$ cat config.mk
export PLATFORM = sky130hd
export DESIGN_NAME = aes_key_expansion_flat
export DESIGN_NICKNAME = d
export VERILOG_FILES = /design/src/rtl/aes_pkg.sv /design/src/rtl/aes_key_expansion_if.sv /design/src/rtl/aes_sbox.sv /design/src/rtl/aes_key_expansion.sv /design/src/flat_wrapper.sv
export VERILOG_INCLUDE_DIRS = /design/src /design/src/rtl
export SDC_FILE = /design/constraint.sdc
export NUM_CORES = 2
export LEC_CHECK = 0
export ABC_CLOCK_PERIOD_IN_PS = 27000
export CORE_ASPECT_RATIO = 0.9
export CORE_MARGIN = 3
export CORE_UTILIZATION = 60
export CTS_CLUSTER_SIZE = 14
export DETAILED_ROUTE_END_ITERATION = 8
export PLACE_DENSITY = 0.79
export SLEW_MARGIN = 0
export SYNTH_ARGS = -nofsm -noshare
export SYNTH_HDL_FRONTEND = slang
export SYNTH_SLANG_ARGS = --single-unit
$ cat constraint.sdc
create_clock -name clk -period 27 [get_ports clk]
set_input_delay 4.05 -clock clk [delete_from_list [all_inputs] [get_ports clk]]
set_output_delay 4.05 -clock clk [all_outputs]
set_load 0.005 [all_outputs]
$ cat src/rtl/aes_defines.svh
// Shared size and word-slicing macros for the AES key path.
// Word 0 is the most significant 32 bits of a 128-bit block.
`ifndef AES_DEFINES_SVH
`define AES_DEFINES_SVH

`define AES_BLOCK_SIZE 128
`define AES_WORD_SIZE  32
`define AES_1ST_WORD   127:96
`define AES_2ND_WORD   95:64
`define AES_3RD_WORD   63:32
`define AES_4TH_WORD   31:0

`endif

$ cat src/rtl/aes_pkg.sv
// Shared AES types and constants: key-expansion FSM states, round-constant
// endpoints and small GF(2^8) / word helpers.
package aes_pkg;

  typedef enum logic [1:0] {
    IDLE    = 2'd0,
    PRECOMP = 2'd1,
    STREAM  = 2'd2
  } key_state_t;

  localparam logic [7:0] RCON_INIT = 8'h01;
  localparam logic [7:0] RCON_LAST = 8'h6c;
  localparam logic [3:0] LAST_IDX  = 4'd10;

  function automatic logic [7:0] xtime(input logic [7:0] b);
    return b[7] ? ({b[6:0], 1'b0} ^ 8'h1b) : {b[6:0], 1'b0};
  endfunction

  // Exact inverse of xtime: undo the reduction when the low bit shows it happened.
  function automatic logic [7:0] inv_xtime(input logic [7:0] b);
    return b[0] ? (((b ^ 8'h1b) >> 1) | 8'h80) : (b >> 1);
  endfunction

  function automatic logic [31:0] rot_word(input logic [31:0] w);
    return {w[23:0], w[31:24]};
  endfunction

endpackage

$ cat src/rtl/aes_key_expansion_if.sv
// Key-in / round-key-out handshake bundle for aes_key_expansion.
// The expansion block is the slave; the key source and round-key consumer are the master.
`include "aes_defines.svh"

interface aes_key_expansion_if;
  logic                       key_valid;
  logic                       key_ready;
  logic [`AES_BLOCK_SIZE-1:0] key;
  logic                       enc;
  logic                       rk_valid;
  logic                       rk_ready;
  logic [`AES_BLOCK_SIZE-1:0] rk;
  logic [3:0]                 rk_idx;
  logic                       rk_last;

  modport master (
    output key_valid, key, enc, rk_ready,
    input  key_ready, rk_valid, rk, rk_idx, rk_last
  );

  modport slave (
    input  key_valid, key, enc, rk_ready,
    output key_ready, rk_valid, rk, rk_idx, rk_last
  );
endinterface

$ cat src/rtl/aes_sbox.sv
// Forward AES S-box, purely combinational: multiplicative inverse in GF(2^8)
// followed by the affine transform.
import aes_pkg::*;

module aes_sbox (
  input  logic [7:0] byte_val,
  output logic [7:0] sub_val
);

  function automatic logic [7:0] gf_mul(input logic [7:0] a, input logic [7:0] b);
    logic [7:0] p;
    logic [7:0] acc;
    p   = 8'h00;
    acc = a;
    for (int i = 0; i < 8; i++) begin
      if (b[i]) p = p ^ acc;
      acc = xtime(acc);
    end
    return p;
  endfunction

  // x^254 == x^-1 for nonzero x, and maps 0 to 0 as the S-box requires.
  function automatic logic [7:0] gf_inv(input logic [7:0] x);
    logic [7:0] x2, x3, x6, x12, x15, x30, x60, x120, x240, x252;
    x2   = gf_mul(x, x);
    x3   = gf_mul(x2, x);
    x6   = gf_mul(x3, x3);
    x12  = gf_mul(x6, x6);
    x15  = gf_mul(x12, x3);
    x30  = gf_mul(x15, x15);
    x60  = gf_mul(x30, x30);
    x120 = gf_mul(x60, x60);
    x240 = gf_mul(x120, x120);
    x252 = gf_mul(x240, x12);
    return gf_mul(x252, x2);
  endfunction

  logic [7:0] inv;

  always_comb begin
    inv     = gf_inv(byte_val);
    sub_val = inv ^ {inv[6:0], inv[7]} ^ {inv[5:0], inv[7:6]}
                  ^ {inv[4:0], inv[7:5]} ^ {inv[3:0], inv[7:4]} ^ 8'h63;
  end

endmodule

$ cat src/rtl/aes_key_expansion.sv
// AES-128 round-key generator streaming round keys 0..10 over a valid/ready bus.
// Define AES_KEY_DEC_ORDER_EN to add the enc input, PRECOMP phase and 10..0 streaming.
`include "aes_defines.svh"

module aes_key_expansion
  import aes_pkg::*;
(
  input  logic                clk,
  input  logic                rst,
  aes_key_expansion_if.slave  bus
);

  key_state_t                 state, state_next;
  logic [`AES_BLOCK_SIZE-1:0] w_q, w_next;
  logic [7:0]                 rcon_q, rcon_next;
  logic [3:0]                 idx_q, idx_next;
  logic [3:0]                 last_idx;
  logic                       rk_last_w;

  logic [`AES_WORD_SIZE-1:0]  w0, w1, w2, w3;
  logic [`AES_WORD_SIZE-1:0]  sub_in, sub_out;
  logic [`AES_WORD_SIZE-1:0]  w0_f, w1_f, w2_f, w3_f;
  logic [`AES_BLOCK_SIZE-1:0] fwd_key, step_key;
  logic [7:0]                 fwd_rcon, step_rcon;
  logic [3:0]                 step_idx;

  assign w0 = w_q[`AES_1ST_WORD];
  assign w1 = w_q[`AES_2ND_WORD];
  assign w2 = w_q[`AES_3RD_WORD];
  assign w3 = w_q[`AES_4TH_WORD];

  for (genvar g = 0; g < 4; g++) begin : g_sbox
    aes_sbox u_sbox (
      .byte_val (sub_in[8*g +: 8]),
      .sub_val  (sub_out[8*g +: 8])
    );
  end

  assign w0_f     = w0 ^ sub_out ^ {rcon_q, 24'h0};
  assign w1_f     = w1 ^ w0_f;
  assign w2_f     = w2 ^ w1_f;
  assign w3_f     = w3 ^ w2_f;
  assign fwd_key  = {w0_f, w1_f, w2_f, w3_f};
  assign fwd_rcon = xtime(rcon_q);

`ifdef AES_KEY_DEC_ORDER_EN
  logic                       enc_q, enc_next;
  logic                       rev_sel;
  logic [7:0]                 rev_rcon;
  logic [`AES_WORD_SIZE-1:0]  w0_r, w1_r, w2_r, w3_r;

  // The reverse step recovers the previous w3 first, so the shared S-boxes
  // see RotWord(w3 ^ w2) instead of RotWord(w3) when walking backwards.
  assign rev_sel   = (state == STREAM) && !enc_q;
  assign w3_r      = w3 ^ w2;
  assign w2_r      = w2 ^ w1;
  assign w1_r      = w1 ^ w0;
  assign rev_rcon  = inv_xtime(rcon_q);
  assign w0_r      = w0 ^ sub_out ^ {rev_rcon, 24'h0};
  assign sub_in    = rot_word(rev_sel ? w3_r : w3);
  assign step_key  = rev_sel ? {w0_r, w1_r, w2_r, w3_r} : fwd_key;
  assign step_rcon = rev_sel ? rev_rcon : fwd_rcon;
  assign step_idx  = rev_sel ? (idx_q - 4'd1) : (idx_q + 4'd1);
  assign last_idx  = enc_q ? LAST_IDX : 4'd0;
`else
  assign sub_in    = rot_word(w3);
  assign step_key  = fwd_key;
  assign step_rcon = fwd_rcon;
  assign step_idx  = idx_q + 4'd1;
  assign last_idx  = LAST_IDX;
`endif

  assign rk_last_w     = (state == STREAM) && (idx_q == last_idx);
  assign bus.key_ready = (state == IDLE);
  assign bus.rk_valid  = (state == STREAM);
  assign bus.rk        = w_q;
  assign bus.rk_idx    = idx_q;
  assign bus.rk_last   = rk_last_w;

  // The last handshake returns to IDLE without stepping, so a key offered
  // in that same cycle waits until key_ready is seen high.
  always_comb begin
    state_next = state;
    w_next     = w_q;
    rcon_next  = rcon_q;
    idx_next   = idx_q;
`ifdef AES_KEY_DEC_ORDER_EN
    enc_next   = enc_q;
`endif
    case (state)
      IDLE: begin
        if (bus.key_valid) begin
          w_next    = bus.key;
          rcon_next = RCON_INIT;
          idx_next  = 4'd0;
`ifdef AES_KEY_DEC_ORDER_EN
          enc_next   = bus.enc;
          state_next = bus.enc ? STREAM : PRECOMP;
`else
          state_next = STREAM;
`endif
        end
      end
`ifdef AES_KEY_DEC_ORDER_EN
      PRECOMP: begin
        w_next    = fwd_key;
        rcon_next = fwd_rcon;
        idx_next  = idx_q + 4'd1;
        if (idx_q == LAST_IDX - 4'd1) state_next = STREAM;
      end
`endif
      STREAM: begin
        if (bus.rk_ready) begin
          if (rk_last_w) begin
            state_next = IDLE;
          end else begin
            w_next    = step_key;
            rcon_next = step_rcon;
            idx_next  = step_idx;
          end
        end
      end
      default: state_next = IDLE;
    endcase
  end

  always_ff @(posedge clk or posedge rst) begin
    if (rst) begin
      state  <= IDLE;
      w_q    <= '0;
      rcon_q <= RCON_INIT;
      idx_q  <= 4'd0;
`ifdef AES_KEY_DEC_ORDER_EN
      enc_q  <= 1'b1;
`endif
    end else begin
      state  <= state_next;
      w_q    <= w_next;
      rcon_q <= rcon_next;
      idx_q  <= idx_next;
`ifdef AES_KEY_DEC_ORDER_EN
      enc_q  <= enc_next;
`endif
    end
  end

endmodule

$ cat src/flat_wrapper.sv
// flat-port wrapper written by rule: the top's interface ports become plain ports
module aes_key_expansion_flat import aes_pkg::*;
  (clk, rst, bus_key_valid, bus_key, bus_enc, bus_rk_ready, bus_key_ready, bus_rk_valid, bus_rk, bus_rk_idx, bus_rk_last);
  aes_key_expansion_if bus_i ();
  input  logic clk;
  input  logic rst;
  input wire logic [$bits(bus_i.key_valid)-1:0] bus_key_valid;
  input wire logic [$bits(bus_i.key)-1:0] bus_key;
  input wire logic [$bits(bus_i.enc)-1:0] bus_enc;
  input wire logic [$bits(bus_i.rk_ready)-1:0] bus_rk_ready;
  output wire logic [$bits(bus_i.key_ready)-1:0] bus_key_ready;
  output wire logic [$bits(bus_i.rk_valid)-1:0] bus_rk_valid;
  output wire logic [$bits(bus_i.rk)-1:0] bus_rk;
  output wire logic [$bits(bus_i.rk_idx)-1:0] bus_rk_idx;
  output wire logic [$bits(bus_i.rk_last)-1:0] bus_rk_last;
  assign bus_i.key_valid = bus_key_valid;
  assign bus_i.key = bus_key;
  assign bus_i.enc = bus_enc;
  assign bus_i.rk_ready = bus_rk_ready;
  assign bus_key_ready = bus_i.key_ready;
  assign bus_rk_valid = bus_i.rk_valid;
  assign bus_rk = bus_i.rk;
  assign bus_rk_idx = bus_i.rk_idx;
  assign bus_rk_last = bus_i.rk_last;
  aes_key_expansion u_core (.clk(clk), .rst(rst), .bus(bus_i));
endmodule
==> results.txt <==
ANT nets after route - 0
max-cap viol count - 0
Initial Utilization - 60.8%
total CTS buffers - 17
Filler cells - 7581
Syn-to-layout area delta - 6.87%
Syn Area/Cell - 8.08 um2
Rows - 104
Final Hold Vio Count - 0
Synth Flop Type - dfrtp_1
peak fanout along the critical path - 30
Yosys reg bits - 141
clock transition at the registers of the reported paths - 0.07 ns
Peak Freq - 0.0418 GHz
die width - 324 um
Pre-Repair DR Iteration Count - 7
GRT Resource Usage Total - 31.7%
kind of critical path - register to register
net count reported at finish - 6901
ratio of cells with drive above 1 in the final layout - 8.07%
Mapped Cells - 6766
crit path time final - 23.91 ns
largest net degree at the start of global routing - 88
num ports - 268
port bufs - 266
measured slew at the worst slew-check pin - 1.20 ns
Tightest Hold Check Type - register to register
GP Congestion - 0.967
CP dominant cell by count - xnor3_1
htree depth - 4
area of the multi-input gates - 0.0485 mm2
CP Capture Type - register
total of warnings raised by yosys - 0
first-pass GRT wire length - 248000 um
Die ar. - 0.0948 mm2
library cells used by synthesis - 130
outcome - completed
slowest library cell on the worst path - ha_1
routed via count - 50100
Bufs on Longest Clock Path - 2
endpoints failing setup - 0
DP HPWL - 113000 um
CTS Root Cell - clkbuf_16
R2R Setup Slk - 3.09 ns
Setup crit start kind - register
WP data arrival - 24.22 ns
initial antenna violation count - 4
FF+latch area - 0.00353 mm2
Post-CTS Setup Inserts - 0
global route total overflow - 0
die span in y - 292 um
CTS sink count - 141
post-synthesis async set-or-reset flop share - 100%
Final Skew - 0.0179 ns
sequential area share after synthesis - 6.46%
number of global-route vias before repair - 46500
Hold-fix buffers, CTS - 0
clk_lat worst skew - 0.50 ns
Worst path max stage delay - 0.80 ns
Tcrit/Tclk final - 88.5%
WL final - 156000 um
CTS tree - built
Max Slew Vio Count - 0
Post-synth EDFFs - 0
core area - 0.0899 mm2
unrepaired setup endpoints after global routing - no
Post-Syn Area - 0.0547 mm2
Post-CTS Resized - 0
Slew HR - 19.1%
r2r worst-path depth - 63
setup TNS - 0 ns
CP required - 27.31 ns
Worst Hold Depth - 2
1st-iter DRT viols - 5171
DRC errors left - 0
routed len/inst - 19.6 um
Via density - 6.29
Synthesized Nets - 6929
-- cell type report --
type | instances | share of cell area, %
Multi-Input combinational cell | 6025 | 83.0
Timing Repair Buffer | 425 | 6.60
Clock inverter | 14 | 0.193
Inverter | 128 | 0.833
Tap cell | 1219 | 2.61
Sequential cell | 141 | 6.05
Clock buffer | 17 | 0.728
Antenna cell | 3 | 0.0128
-- metal layers --
metal	global-route usage (%)	vias to the layer above	part of all wire, %
li1	-	23500	-
met1	44.8	24000	43
met2	50.2	2316	45
met3	4.35	277	9.4
met4	10.2	0	2.9
met5	0	-	0
-- cell usage after synthesis, drive strengths merged (70+ instances only) --
cell type  count  area [um2]
dfrtp        140        3500
mux2i        242        2430
nand2b        70         445
nor3         153         781
inv          111         417
nor2         766        2890
o22ai         93         582
a21oi        306        1550
xor2         440        4170
xnor2       1321       12800
o21ai        268        1340
clkbuf       241         905
buf          231        1350
xnor3        334        7550
nand2        702        2650
nand3        180         901
-- path summary, 6_finish.rpt --
| kind | end | start |
|---|---|---|
| setup / recovery | u_core.bus.rk[17]$_DFFE_PP0P_ | u_core.bus.rk[8]$_DFFE_PP0P_ |
| hold / removal | u_core.rcon_q[5]$_DFFE_PP0P_ | u_core.rcon_q[5]$_DFFE_PP0P_ |
| setup reg to reg | u_core.bus.rk[17]$_DFFE_PP0P_ | u_core.bus.rk[8]$_DFFE_PP0P_ |
| hold reg to reg | u_core.rcon_q[5]$_DFFE_PP0P_ | u_core.rcon_q[5]$_DFFE_PP0P_ |
| max in group asynchronous | u_core.state[1]$_DFFE_PP0P_ | rst |
| min in group asynchronous | u_core.bus.rk[59]$_DFFE_PP0P_ | rst |
-- worst max-delay path, delay by kind of cell (launching register included) --
family / cells / cell delay (ns)
AOI/OAI and AO/OA: 16 / 4.42
xor gates and xnor gates: 25 / 11.30
adders and majority gates: 4 / 2.07
buffers and inverters: 5 / 2.01
DFF: 1 / 0.36
and+or+nand+nor: 13 / 3.48
-- through the flow --
step / util, % / instances / hold slack [ns] / cell area [um2] / setup WS [ns]
after floorplan: - / 6766 / 0.482 / 54700 / 7.93
after global placement: 64.4 / 7938 / 0.499 / 57900 / 3.91
after detailed placement: 64.4 / 7938 / 0.503 / 57900 / 3.48
after CTS: 65.0 / 7969 / 0.518 / 58400 / 3.44
after global routing: 65.0 / 7972 / 0.555 / 58400 / 1.49
final: 65.0 / 7972 / 0.519 / 58400 / 3.09
-- sequential cells by signal, summed over array words and instances (netlist names) --
signal and count:
u_core.state 1, u_core.bus.rk 128, u_core.bus.rk_idx 4, u_core.rcon_q 8
-- logic make-up after synthesis --
| family | count (synthesis) | synth area share [%] |
|---|---|---|
| AO/OA/AOI/OAI | 1301 | 16.4 |
| XOR/XNOR | 2146 | 47.1 |
| adder cells (fa/ha/maj) | 30 | 0.687 |
| buffers and inverters | 600 | 4.99 |
| flip-flops | 141 | 6.46 |
| multiplexers | 300 | 5.66 |
| AND/OR/NAND/NOR | 2248 | 18.7 |
-- layout by cell type, fill, tap and decap left out, types with 30 or more instances in the layout --
cell type | netlist | final
a211oi_1 | 43 | 43
a21oi_1 | 300 | 300
a22oi_1 | 55 | 55
a31oi_1 | 47 | 47
and2_1 | 45 | 45
and3_1 | 50 | 50
buf_4 | 51 | 159
clkdlybuf4s50_1 | 0 | 266
dfrtp_1 | 140 | 139
ha_1 | 30 | 30
inv_1 | 93 | 92
mux2_2 | 39 | 39
mux2i_1 | 241 | 241
nand2_1 | 698 | 697
nand2b_1 | 69 | 69
nand3_1 | 180 | 180
nor2_1 | 764 | 762
nor2b_1 | 59 | 58
nor3_1 | 150 | 150
nor4_1 | 31 | 31
o211ai_1 | 57 | 57
o21ai_0 | 233 | 233
o21ai_1 | 35 | 35
o22ai_1 | 93 | 93
or3_1 | 46 | 46
xnor2_1 | 1194 | 1189
xnor2_2 | 102 | 107
xnor3_1 | 315 | 315
xor2_1 | 404 | 403
xor2_2 | 32 | 33
xor3_1 | 41 | 41
Power is left out: the tool's default activity adds up to more than one toggle a clock period on the data nets, which glitch-free logic cannot reach.
